$ cat src/rtl/press_flasher_pkg.sv
// Shared types and constants for the press_flasher LED pulse stretcher.
package press_flasher_pkg;

   typedef enum logic [1:0] {IDLE, ON, OFF} state_e;

   localparam int unsigned CLK_HZ = 5_000_000;

   function automatic int unsigned ms_to_cycles(input int unsigned ms);
      return (CLK_HZ / 1000) * ms;
   endfunction

   localparam int unsigned DEF_ON_CYCLES  = ms_to_cycles(200);
   localparam int unsigned DEF_OFF_CYCLES = ms_to_cycles(200);

endpackage

$ cat src/rtl/flash_timer.sv
// Loadable down-counter with zero flag; holds at zero, never wraps.
module flash_timer #(
   parameter int unsigned W = 1
) (
   input  logic         clk,
   input  logic         rst,
   input  logic         load,
   input  logic [W-1:0] load_val,
   output logic         zero
);

   logic [W-1:0] cnt_q, cnt_d;

   always_comb begin
      cnt_d = cnt_q;
      if (load) begin
         cnt_d = load_val;
      end else if (cnt_q != '0) begin
         cnt_d = cnt_q - 1'b1;
      end
   end

   always_ff @(posedge clk or negedge rst) begin
      if (!rst) begin
         cnt_q <= '0;
      end else begin
         cnt_q <= cnt_d;
      end
   end

   assign zero = (cnt_q == '0);

endmodule

$ cat src/rtl/press_flasher.sv
// Turns single-cycle event pulses into fixed-length LED flashes with a saturating queue.
// Optional sticky drop flag port ovf when PRESS_FLASHER_OVF_EN is defined.
module press_flasher
   import press_flasher_pkg::*;
#(
   parameter int unsigned ON_CYCLES  = DEF_ON_CYCLES,
   parameter int unsigned OFF_CYCLES = DEF_OFF_CYCLES,
   parameter int unsigned PEND_W     = 4
) (
   input  logic              clk,
   input  logic              rst,
   input  logic              evt,
   output logic              led,
   output logic              busy,
   output logic [PEND_W-1:0] pending
`ifdef PRESS_FLASHER_OVF_EN
   ,
   output logic              ovf
`endif
);

   localparam int unsigned MAX_CYC = (ON_CYCLES > OFF_CYCLES) ? ON_CYCLES : OFF_CYCLES;
   localparam int unsigned TW      = (MAX_CYC > 1) ? $clog2(MAX_CYC) : 1;
   localparam logic [TW-1:0]     ON_LOAD  = TW'(ON_CYCLES - 1);
   localparam logic [TW-1:0]     OFF_LOAD = TW'(OFF_CYCLES - 1);
   localparam logic [PEND_W-1:0] PEND_MAX = {PEND_W{1'b1}};

   state_e            state_q, state_d;
   logic              led_q, led_d;
   logic [PEND_W-1:0] pending_q, pending_d;
   logic              start, accept;
   logic              t_load, t_zero;
   logic [TW-1:0]     t_val;

   flash_timer #(
      .W(TW)
   ) u_timer (
      .clk      (clk),
      .rst      (rst),
      .load     (t_load),
      .load_val (t_val),
      .zero     (t_zero)
   );

   always_comb begin
      start  = ((state_q == IDLE) || (state_q == OFF && t_zero)) &&
               (evt || pending_q != '0);
      // A full queue can still take an event when a start frees a slot this cycle.
      accept = evt && !(pending_q == PEND_MAX && !start);
      pending_d = pending_q + PEND_W'(accept) - PEND_W'(start);

      state_d = state_q;
      t_load  = 1'b0;
      t_val   = ON_LOAD;
      unique case (state_q)
         IDLE: begin
            if (start) begin
               state_d = ON;
               t_load  = 1'b1;
            end
         end
         ON: begin
            if (t_zero) begin
               state_d = OFF;
               t_load  = 1'b1;
               t_val   = OFF_LOAD;
            end
         end
         OFF: begin
            if (t_zero) begin
               if (start) begin
                  state_d = ON;
                  t_load  = 1'b1;
               end else begin
                  state_d = IDLE;
               end
            end
         end
         default: state_d = IDLE;
      endcase
      led_d = (state_d == ON);
   end

   always_ff @(posedge clk or negedge rst) begin
      if (!rst) begin
         state_q   <= IDLE;
         led_q     <= 1'b0;
         pending_q <= '0;
      end else begin
         state_q   <= state_d;
         led_q     <= led_d;
         pending_q <= pending_d;
      end
   end

   assign led     = led_q;
   assign busy    = (state_q != IDLE);
   assign pending = pending_q;

`ifdef PRESS_FLASHER_OVF_EN
   logic ovf_q, ovf_d;

   assign ovf_d = ovf_q | (evt & ~accept);

   always_ff @(posedge clk or negedge rst) begin
      if (!rst) begin
         ovf_q <= 1'b0;
      end else begin
         ovf_q <= ovf_d;
      end
   end

   assign ovf = ovf_q;
`endif

endmodule

$ cat config.mk
export PLATFORM = sky130hd
export DESIGN_NAME = press_flasher
export DESIGN_NICKNAME = d
export VERILOG_FILES = /design/src/rtl/press_flasher_pkg.sv /design/src/rtl/flash_timer.sv /design/src/rtl/press_flasher.sv
export SDC_FILE = /design/constraint.sdc
export NUM_CORES = 1
export LEC_CHECK = 0
export CAP_MARGIN = 30
export CORE_ASPECT_RATIO = 0.75
export CORE_MARGIN = 5
export CORE_UTILIZATION = 50
export CTS_BUF_LIST = sky130_fd_sc_hd__clkbuf_8
export DETAILED_ROUTE_END_ITERATION = 10
export GPL_ROUTABILITY_DRIVEN = 0
export PLACE_DENSITY = 0.69
export SLEW_MARGIN = 30
export SYNTH_ARGS = -nofsm -noshare
export SYNTH_HDL_FRONTEND = slang
export SYNTH_SLANG_ARGS = --single-unit
$ cat constraint.sdc
create_clock -name clk -period 3.6 [get_ports clk]
set_input_delay 0.54 -clock clk [delete_from_list [all_inputs] [get_ports clk]]
set_output_delay 0.54 -clock clk [all_outputs]
set_load 0.02 [all_outputs]
Yosys cells after proc, flatten, opt, wreduce, memory -nomap -nowiden
Index checks and enable logic that the tools add are counted.

word-level totals
  ROM bits = 0
  memories = 0
  word-level logic and storage cells = 36
  bits of input ports = 3
  register bits = 27
  bits in latches = 0
  RAM bits = 0

cells by class
  div/mod/pow operators = 0
  shift-type cells = 0
  $add $sub $neg = 3
  multipliers = 0
  multiplexer cells = 11
  bitwise logic cells = 0
  eq/ne operators = 4
  reduce and logical (&&, ||, !) cells = 14
  $lt $le $gt $ge = 0

operator list
  kind                   number
  $mux 20                2
  $logic_not 20->1       1
  $reduce_bool 20->1     1
  $sub 20x1->20 const B  1
  $mux 2                 3
  $pmux 2 s3             1
  $add 4x1->4            1
  $eq 2x1->1 const B     2
  $eq 4x4->1 const B     1
  $logic_and 1x1->1      4
  $mux 1                 4
  $reduce_bool 2->1      2
  $reduce_bool 4->1      1
  $sub 4x1->4            1
  $pmux 1 s3             1
  $eq 2x2->1 const B     1
  $logic_not 1->1        2
  $logic_not 2->1        1
  $logic_or 1x1->1       2

Depth between registers and ports, before layout
Gate-level depths: netlist of run 1.

  depth in word-level cells = 10
  depth in mapped cells = 12

Cells and area by module
A second synthesis of run 1 with hierarchy kept.

unflattened totals
  cell total of the unflattened synthesis = 160
  area total of the unflattened synthesis = 1619.1 µm²

modules (own cells, without submodules)
  module         sequential area each (µm²)  cells each  instances  area an instance (µm²)
  flash_timer    500.5                       123         1          1202.4
  press_flasher  175.2                       37          1          416.6

Worst setup path after synthesis of run 1
Ideal clock, no wire load.

  kind = reg2reg
  from = register u_timer.cnt_q[17]
  to = register pending_q[3] (netlist: pending[3])
  arrival = 2461 ps
  cell stages (with the launch flop) = 11
  buffers on the path = 2
  library setup time = 79 ps
  setup slack = 1059 ps
  required time = 3521 ps
  period minus slack after synthesis = 2541 ps
  cells stage by stage = dfrtp_1 or4_1 buf_2 nor2_4 a31o_1 buf_2 nand2b_1 ha_1 a21o_1 a21oi_1 xor2_1

between the ends
  cells in the longest elaborated chain, start to end = 10

RTL lines
  what                    RTL line             text
  start, declared         flash_timer.sv:12    logic [W-1:0] cnt_q, cnt_d;
  start signal, assigned  flash_timer.sv:27    cnt_q <= cnt_d;
  $logic_not 20->1 *      flash_timer.sv:31    assign zero = (cnt_q == '0);
  $logic_and 1x1->1 *     press_flasher.sv:46  start = ((state_q == IDLE) || (state_q == OFF && t_zero)) &&
  $logic_or 1x1->1 *      press_flasher.sv:46
  $logic_and 1x1->1 *     press_flasher.sv:46
  $logic_not 1->1         press_flasher.sv:49  accept = evt && !(pending_q == PEND_MAX && !start);
  $logic_and 1x1->1       press_flasher.sv:49
  $logic_not 1->1         press_flasher.sv:49
  $logic_and 1x1->1       press_flasher.sv:49
  $add 4x1->4             press_flasher.sv:50  pending_d = pending_q + PEND_W'(accept) - PEND_W'(start);
  $sub 4x1->4 *           press_flasher.sv:50
  named net pending_d[3]  press_flasher.sv:30  logic [PEND_W-1:0] pending_q, pending_d;
  end signal, assigned    press_flasher.sv:92  pending_q <= pending_d;
  end, declared           press_flasher.sv:30

The timed path passes the listed nets; every way through them passes the cells marked *.
A chain may end at the register's enable or synchronous reset.

Final worst setup path of run 1
Same ends and word-level chain as after synthesis.

==> results of run 1 <==
## cells in the mapped netlist, types with 2 or more instances
| cell | n | area (µm²) |
|---|---|---|
| o211ai_1 | 3 | 22.5 |
| a21oi_1 | 2 | 10.0 |
| nor4_2 | 2 | 25.0 |
| or4_1 | 11 | 82.6 |
| and4_1 | 2 | 17.5 |
| ha_1 | 6 | 75.1 |
| nand3_1 | 5 | 25.0 |
| nand4_1 | 8 | 50.1 |
| nand2_1 | 7 | 26.3 |
| nor3_1 | 6 | 30.0 |
| buf_2 | 5 | 25.0 |
| xor2_1 | 2 | 17.5 |
| clkbuf_1 | 4 | 15.0 |
| o21ai_1 | 5 | 25.0 |
| o21ai_0 | 5 | 25.0 |
| o31ai_1 | 9 | 67.6 |
| a211o_1 | 2 | 17.5 |
| or2_2 | 2 | 12.5 |
| nand4b_1 | 2 | 17.5 |
| or3_1 | 2 | 12.5 |
| o21a_1 | 2 | 15.0 |
| dfrtp_1 | 27 | 676 |
| nor4_4 | 2 | 42.5 |
| a211oi_1 | 7 | 52.6 |
| a31oi_1 | 2 | 12.5 |
| nor2_1 | 7 | 26.3 |
| o2111ai_1 | 2 | 17.5 |
| nand2b_1 | 4 | 25.0 |
| inv_1 | 5 | 18.8 |
## area by class of cell
class	count	area (µm²)	share of cell area [%]
Inverter	5	18.8	1.04
Sequential cell	27	676	37.5
Clock inverter	1	5.00	0.278
Timing Repair Buffer	12	110	6.11
Clock buffer	3	41.3	2.29
Tap cell	40	50.0	2.78
Multi-Input combinational cell	121	901	50.0
## cells by family (layout without fill, tap and decap cells)
family / after synthesis / in the layout
and+or+nand+nor: 66 / 66
AOI/OAI and AO/OA: 45 / 45
DFF: 27 / 27
buffers and inverters: 14 / 21
adders and majority gates: 7 / 7
xor gates and xnor gates: 2 / 2
muxes: 1 / 1
## critical path: cells and delay by family (launching register included)
kind | cells | cell delay, ns
XOR/XNOR | 1 | 0.16
flip-flops | 1 | 0.44
AO/OA/AOI/OAI | 3 | 0.79
adder cells (fa/ha/maj) | 1 | 0.30
AND/OR/NAND/NOR | 3 | 1.25
## how the worst max path moves through the flow
stage | from | end | slack, ns | cells after the start
2_1_floorplan | u_timer.cnt_q[17] | pending[3] | 1.06 | 10
6_report | u_timer.cnt_q[17] | pending[3] | 0.59 | 8
3_3_place_gp | u_timer.cnt_q[17] | pending[3] | 0.72 | 8
5_1_grt | u_timer.cnt_q[17] | pending[3] | 0.37 | 8
4_1_cts | u_timer.cnt_q[17] | pending[3] | 0.61 | 8
3_5_place_dp | evt | pending[3] | 0.59 | 9
## metrics by stage
stage                     utilization, %  hold slack (ns)  area (µm²)  setup slack (ns)  instances
after floorplan                        -            0.244        1640              1.06        162
after global placement              54.5            0.488        1760             0.724        205
after detailed placement            54.5            0.486        1760             0.594        205
after CTS                           55.9            0.509        1800             0.608        209
after global routing                55.9            0.533        1800             0.368        209
final                               55.9            0.503        1800             0.592        209
## where the power goes
part | switching, mW | total [mW] | internal, mW | leakage (nW)
Clock | 0.0981 | 0.176 | 0.0777 | 0.0255
Combinational | 0.103 | 0.199 | 0.0956 | 0.330
Sequential | 0.0234 | 0.354 | 0.330 | 0.306
Total | 0.225 | 0.728 | 0.504 | 0.661
## flip-flops by register name, indices dropped and copies added, names as in the netlist
register and cells:
state_q 2, led 1, pending 4, u_timer.cnt_q 20
## layer usage
metal  GRT usage (%)  up-vias  routed length [µm]
li1                -      652                   -
met4            3.05        0                  13
met3            4.26        2                 180
met5               0        -                   0
met2            26.3       40                1570
met1            23.3      643                1660
==> results.py, run 1 <==
metrics = {
    "synthesis": {
        "synthMuxAreaShare_pct": 0.612,
        "synth_top_family_by_area": "simple AND/OR/NAND/NOR gates",
        "yosysWarnings": 0,
        "synth_compound_area_share_pct": 19.7,
        "synth_xor_area_share_pct": 1.07,
        "synth-adder-area-share_pct": 5.81,
        "yosysSeqAreaShare_pct": 41.3,
        "synth_edf_count": 0,
        "ys.flop_type": "dfrtp_1",
        "yosys.cell_types.count": 43,
        "async_flop_share_pct": 100,
        "avgSynthCellArea_um2": 10.1,
        "syn_inst": 162,
        "synth_nets": 172,
        "synth_simple_gate_area_share_pct": 27.9,
        "syn-cell-area_um2": 1640,
        "synth_seq_cells": 27,
    },
    "floorplan": {
        "rows": 18,
        "core-area_um2": 3220,
        "initial_core_util_pct": 50.8,
        "num_io_pins": 9,
        "die_h_um": 59.5,
        "die_w_um": 76.0,
        "dieArea_um2": 4530,
    },
    "setup_path": {
        "crit_chain": "or4_1 > nor2_4 > a31o_1 > nand2b_1 > ha_1 > a21o_1 > a21oi_1 > xor2_1",
        "worstSetupPathType": "flop to flop",
        "r2r_slack_ns": 0.59,
        "crit_fanout": 11,
        "slowest_stage": "or4_1",
        "r2r_cells": 8,
        "worstPathArrival_ns": 3.21,
        "end_kind": "flop",
        "start_kind": "flop",
        "r2r-start": "u_timer.cnt_q[17]",
        "r2r-end": "pending[3]",
        "critical-path-max-stage-delay_ns": 0.78,
        "required_ns": 3.81,
    },
    "clock_network": {
        "cts_hold_buf": 0,
        "cts_resized": 0,
        "cts_made_buffers": 3,
        "clockRootBuffer": "clkbuf_8",
        "cts_tree": "built",
        "clk_pin_slew_ns": 0.09,
        "htreeDepth": 1,
        "post-cts-setup-buffer-count": 0,
        "clk_latency_ns": 0.28,
        "cts.sinks": 27,
        "clock_path_buffers": 2,
    },
    "detailed_routing": {
        "drt-initial-drc-count": 189,
        "wl_per_cell_um": 16.4,
        "postRouteAntennaNets": 0,
        "remaining_drc_errors": 0,
        "vias": 1337,
        "vias_per_cell": 6.40,
        "firstDrtPassIters": 4,
        "wl_mm": 3.42,
    },
    "grt": {
        "grt_pass1_vias": 1332,
        "grt_pass1_wl_mm": 6.20,
        "grt_start_max_net_pins": 28,
        "grt_overflow": 0,
        "antenna_found_initial": 0,
        "grt_use_total_pct": 16.6,
    },
    "sta": {
        "max-slew-margin-rel_pct": 54.8,
        "worst_pin_slew_ns": 0.677,
        "finalHoldViolCount": 0,
        "setup_viol": 0,
        "rsz0062_at_grt": "false",
        "drv_slew": 0,
        "skew_ns": 0.00174,
        "finalCritPeriodShare_pct": 83.6,
        "finalSetupTns_ns": 0,
        "period_minus_slack_ns": 3.01,
        "max_freq_mhz": 332,
    },
    "power": {
        "peakVddDrop_v": 0.000374,
        "p_leak_nw": 0.661,
        "powerDensity_nw_per_um2": 404,
        "power_mw": 0.728,
    },
    "placement": {
        "port_buffers": 8,
        "place_hpwl_mm": 2.42,
    },
    "hold_path": {
        "hp-class": "flop to flop",
        "hold_start": "u_timer.cnt_q[9]",
        "whs_path_depth": 1,
        "whs_endpoint": "u_timer.cnt_q[9]",
    },
    "finish": {
        "drive_gt1_share_pct": 10.7,
        "n_fill_cell": 290,
        "diodes": 0,
        "final_cell_mix": "27 x dfrtp_1, 11 x or4_1, 9 x o31ai_1",
        "layout_commonest_cell": "dfrtp_1",
        "area_growth_pct": 10.2,
        "nets": 180,
    },
    "flow_run": {
        "cap_violations": 0,
    },
    "outcome": {
        "status": "finished clean",
    },
}
Power figures use the tool's default switching activity.
==> inputs of run 2 (changes only) <==
PLACE_DENSITY = 0.71   (was 0.69)
clock period = 2.49 ns   (was 3.6 ns; I/O delays follow)
==> run 2 against run 1 <==
Setup slack lost 0.45 ns. Global-route usage rose by 1.8 points. Register-to-register slack worse by 0.45 ns. Count of clock-buffer cells in the layout stayed put. Sequential power is 47% higher. Maximum frequency up 28%. Total power is 49% higher. Critical endpoint is now u_timer.cnt_q[12].
==> results.py, run 2 (same netlist as run 1, synthesis figures left out) <==
metrics = {
    "clock_network": {
        "clk_pin_slew_ns": 0.10,
        "cts_made_buffers": 3,
        "htreeDepth": 1,
        "cts_hold_buf": 0,
        "cts.sinks": 27,
        "clk_latency_ns": 0.28,
        "clockRootBuffer": "clkbuf_8",
        "clock_path_buffers": 2,
        "cts_tree": "built",
    },
    "setup_path": {
        "required_ns": 2.69,
        "worstSetupPathType": "flop to flop",
        "end_kind": "flop",
        "start_kind": "flop",
        "worstPathArrival_ns": 2.56,
        "crit_buf_inv": 2,
        "crit_chain": "inv_1 > ha_2 > or3b_4 > buf_4 > or3_1 > or4_1 > a211oi_2",
        "slowest_stage": "or4_1",
        "crit_fanout": 13,
        "critical_path.top_delay_family": "simple AND/OR/NAND/NOR gates",
        "critical-path-max-stage-delay_ns": 0.43,
    },
    "grt": {
        "grt_pass1_vias": 1459,
        "antenna_found_initial": 0,
        "grt_overflow": 0,
        "grt_start_max_net_pins": 28,
        "grt_use_total_pct": 18.4,
        "grt_pass1_wl_mm": 6.67,
    },
    "detailed_routing": {
        "firstDrtPassIters": 4,
        "drt-initial-drc-count": 148,
        "wl_mm": 3.94,
        "postRouteAntennaNets": 0,
        "vias": 1471,
        "wl_per_cell_um": 17.5,
        "remaining_drc_errors": 0,
        "vias_per_cell": 6.54,
    },
    "hold_path": {
        "hp-class": "input pin to async pin",
    },
    "floorplan": {
        "die_h_um": 59.5,
        "num_io_pins": 9,
        "core-area_um2": 3220,
        "rows": 18,
        "initial_core_util_pct": 50.8,
        "die_w_um": 76.0,
        "dieArea_um2": 4530,
    },
    "finish": {
        "largest_register_ffs": 20,
        "final_area_um2": 1960,
        "final_cell_mix": "27 x dfrtp_1, 20 x buf_4, 10 x or4_1",
        "n_fill_cell": 257,
        "multi_input_area_um2": 936,
        "area_growth_pct": 19.7,
        "nets": 196,
        "seq_area_um2": 676,
        "final_core_util_pct": 60.8,
        "largest-register": "u_timer.cnt_q",
        "drive_gt1_share_pct": 22.7,
        "layout_commonest_cell": "dfrtp_1",
        "diodes": 0,
    },
    "placement": {
        "place_hpwl_mm": 2.75,
        "port_buffers": 8,
        "dpl_cell_area_um2": 1880,
    },
    "power": {
        "powerDensity_nw_per_um2": 553,
        "power_mw": 1.08,
        "p_sw_share_pct": 31.5,
        "comb_power_share_pct": 28.6,
        "p_leak_nw": 0.747,
        "pwr-share-clk_pct": 23.5,
        "power_switching_mw": 0.341,
        "pwr-share-seq_pct": 47.9,
        "peakVddDrop_v": 0.000730,
        "p_int_mw": 0.741,
    },
    "sta": {
        "max-slew-margin-rel_pct": 55.6,
        "skew_ns": 0.0156,
        "period_minus_slack_ns": 2.35,
        "finalHoldViolCount": 0,
        "drv_slew": 0,
        "setup_viol": 0,
        "finalCritPeriodShare_pct": 94.5,
        "fin_hold_ws_ns": 0.460,
        "rsz0062_at_grt": "false",
        "finalSetupTns_ns": 0,
        "worst_pin_slew_ns": 0.661,
        "max_freq_mhz": 425,
    },
    "flow_run": {
        "cap_violations": 0,
    },
    "outcome": {
        "status": "finished clean",
    },
}
-- run 2: repair_timing --
action / 4_1_cts / 5_1_grt
resized for setup: 0 / 5
endpoints found under the setup margin: 0 / 3
endpoints found under the hold margin: 0 / 0
buffers inserted: 0 / 1
-- run 2: through the flow --
step / worst slack [ns] / instances
after floorplan: 0.0256 / 162
after global placement: -0.0223 / 220
after detailed placement: -0.0957 / 220
after CTS: 0.0613 / 224
after global routing: 0.0240 / 225
final: 0.138 / 225
-- run 2: routing by layer --
metal / share of wire [%] / wire [µm] / GRT usage [%]
met3: 4.8 / 190 / 4.41
met5: 0 / 0 / 0
met2: 49 / 1930 / 29.6
met1: 46 / 1810 / 24.9
met4: 0.41 / 16 / 5.33
-- run 2: final cells by class --
class                           instances  share of cell area, %
Sequential cell                        27                   34.5
Tap cell                               40                   2.56
Timing Repair Buffer                   28                   11.8
Multi-Input combinational cell        121                   47.8
Clock inverter                          1                  0.256
Clock buffer                            3                   2.11
Inverter                                5                  0.959
-- run 2: final timing paths --
check,startpoint,end,slack (ns),cells after the start
max,u_timer.cnt_q[0],u_timer.cnt_q[12],0.14,7
min,rst,u_timer.cnt_q[4],0.46,2
max reg2reg,u_timer.cnt_q[0],u_timer.cnt_q[12],0.14,7
min reg2reg,u_timer.cnt_q[9],u_timer.cnt_q[9],0.51,1
max in group asynchronous,rst,pending[3],1.75,2
min in group clk,u_timer.cnt_q[9],u_timer.cnt_q[9],0.51,1
-- run 2: power by group through the flow --
| stage | registers (mW) | logic (mW) | clock network (mW) |
|---|---|---|---|
| after floorplan | 0.557 | 0.152 | 0 |
| after global placement | 0.521 | 0.297 | 0 |
| after detailed placement | 0.524 | 0.311 | 0 |
| after CTS | 0.515 | 0.311 | 0.266 |
| after global routing | 0.528 | 0.350 | 0.283 |
| final | 0.519 | 0.309 | 0.254 |
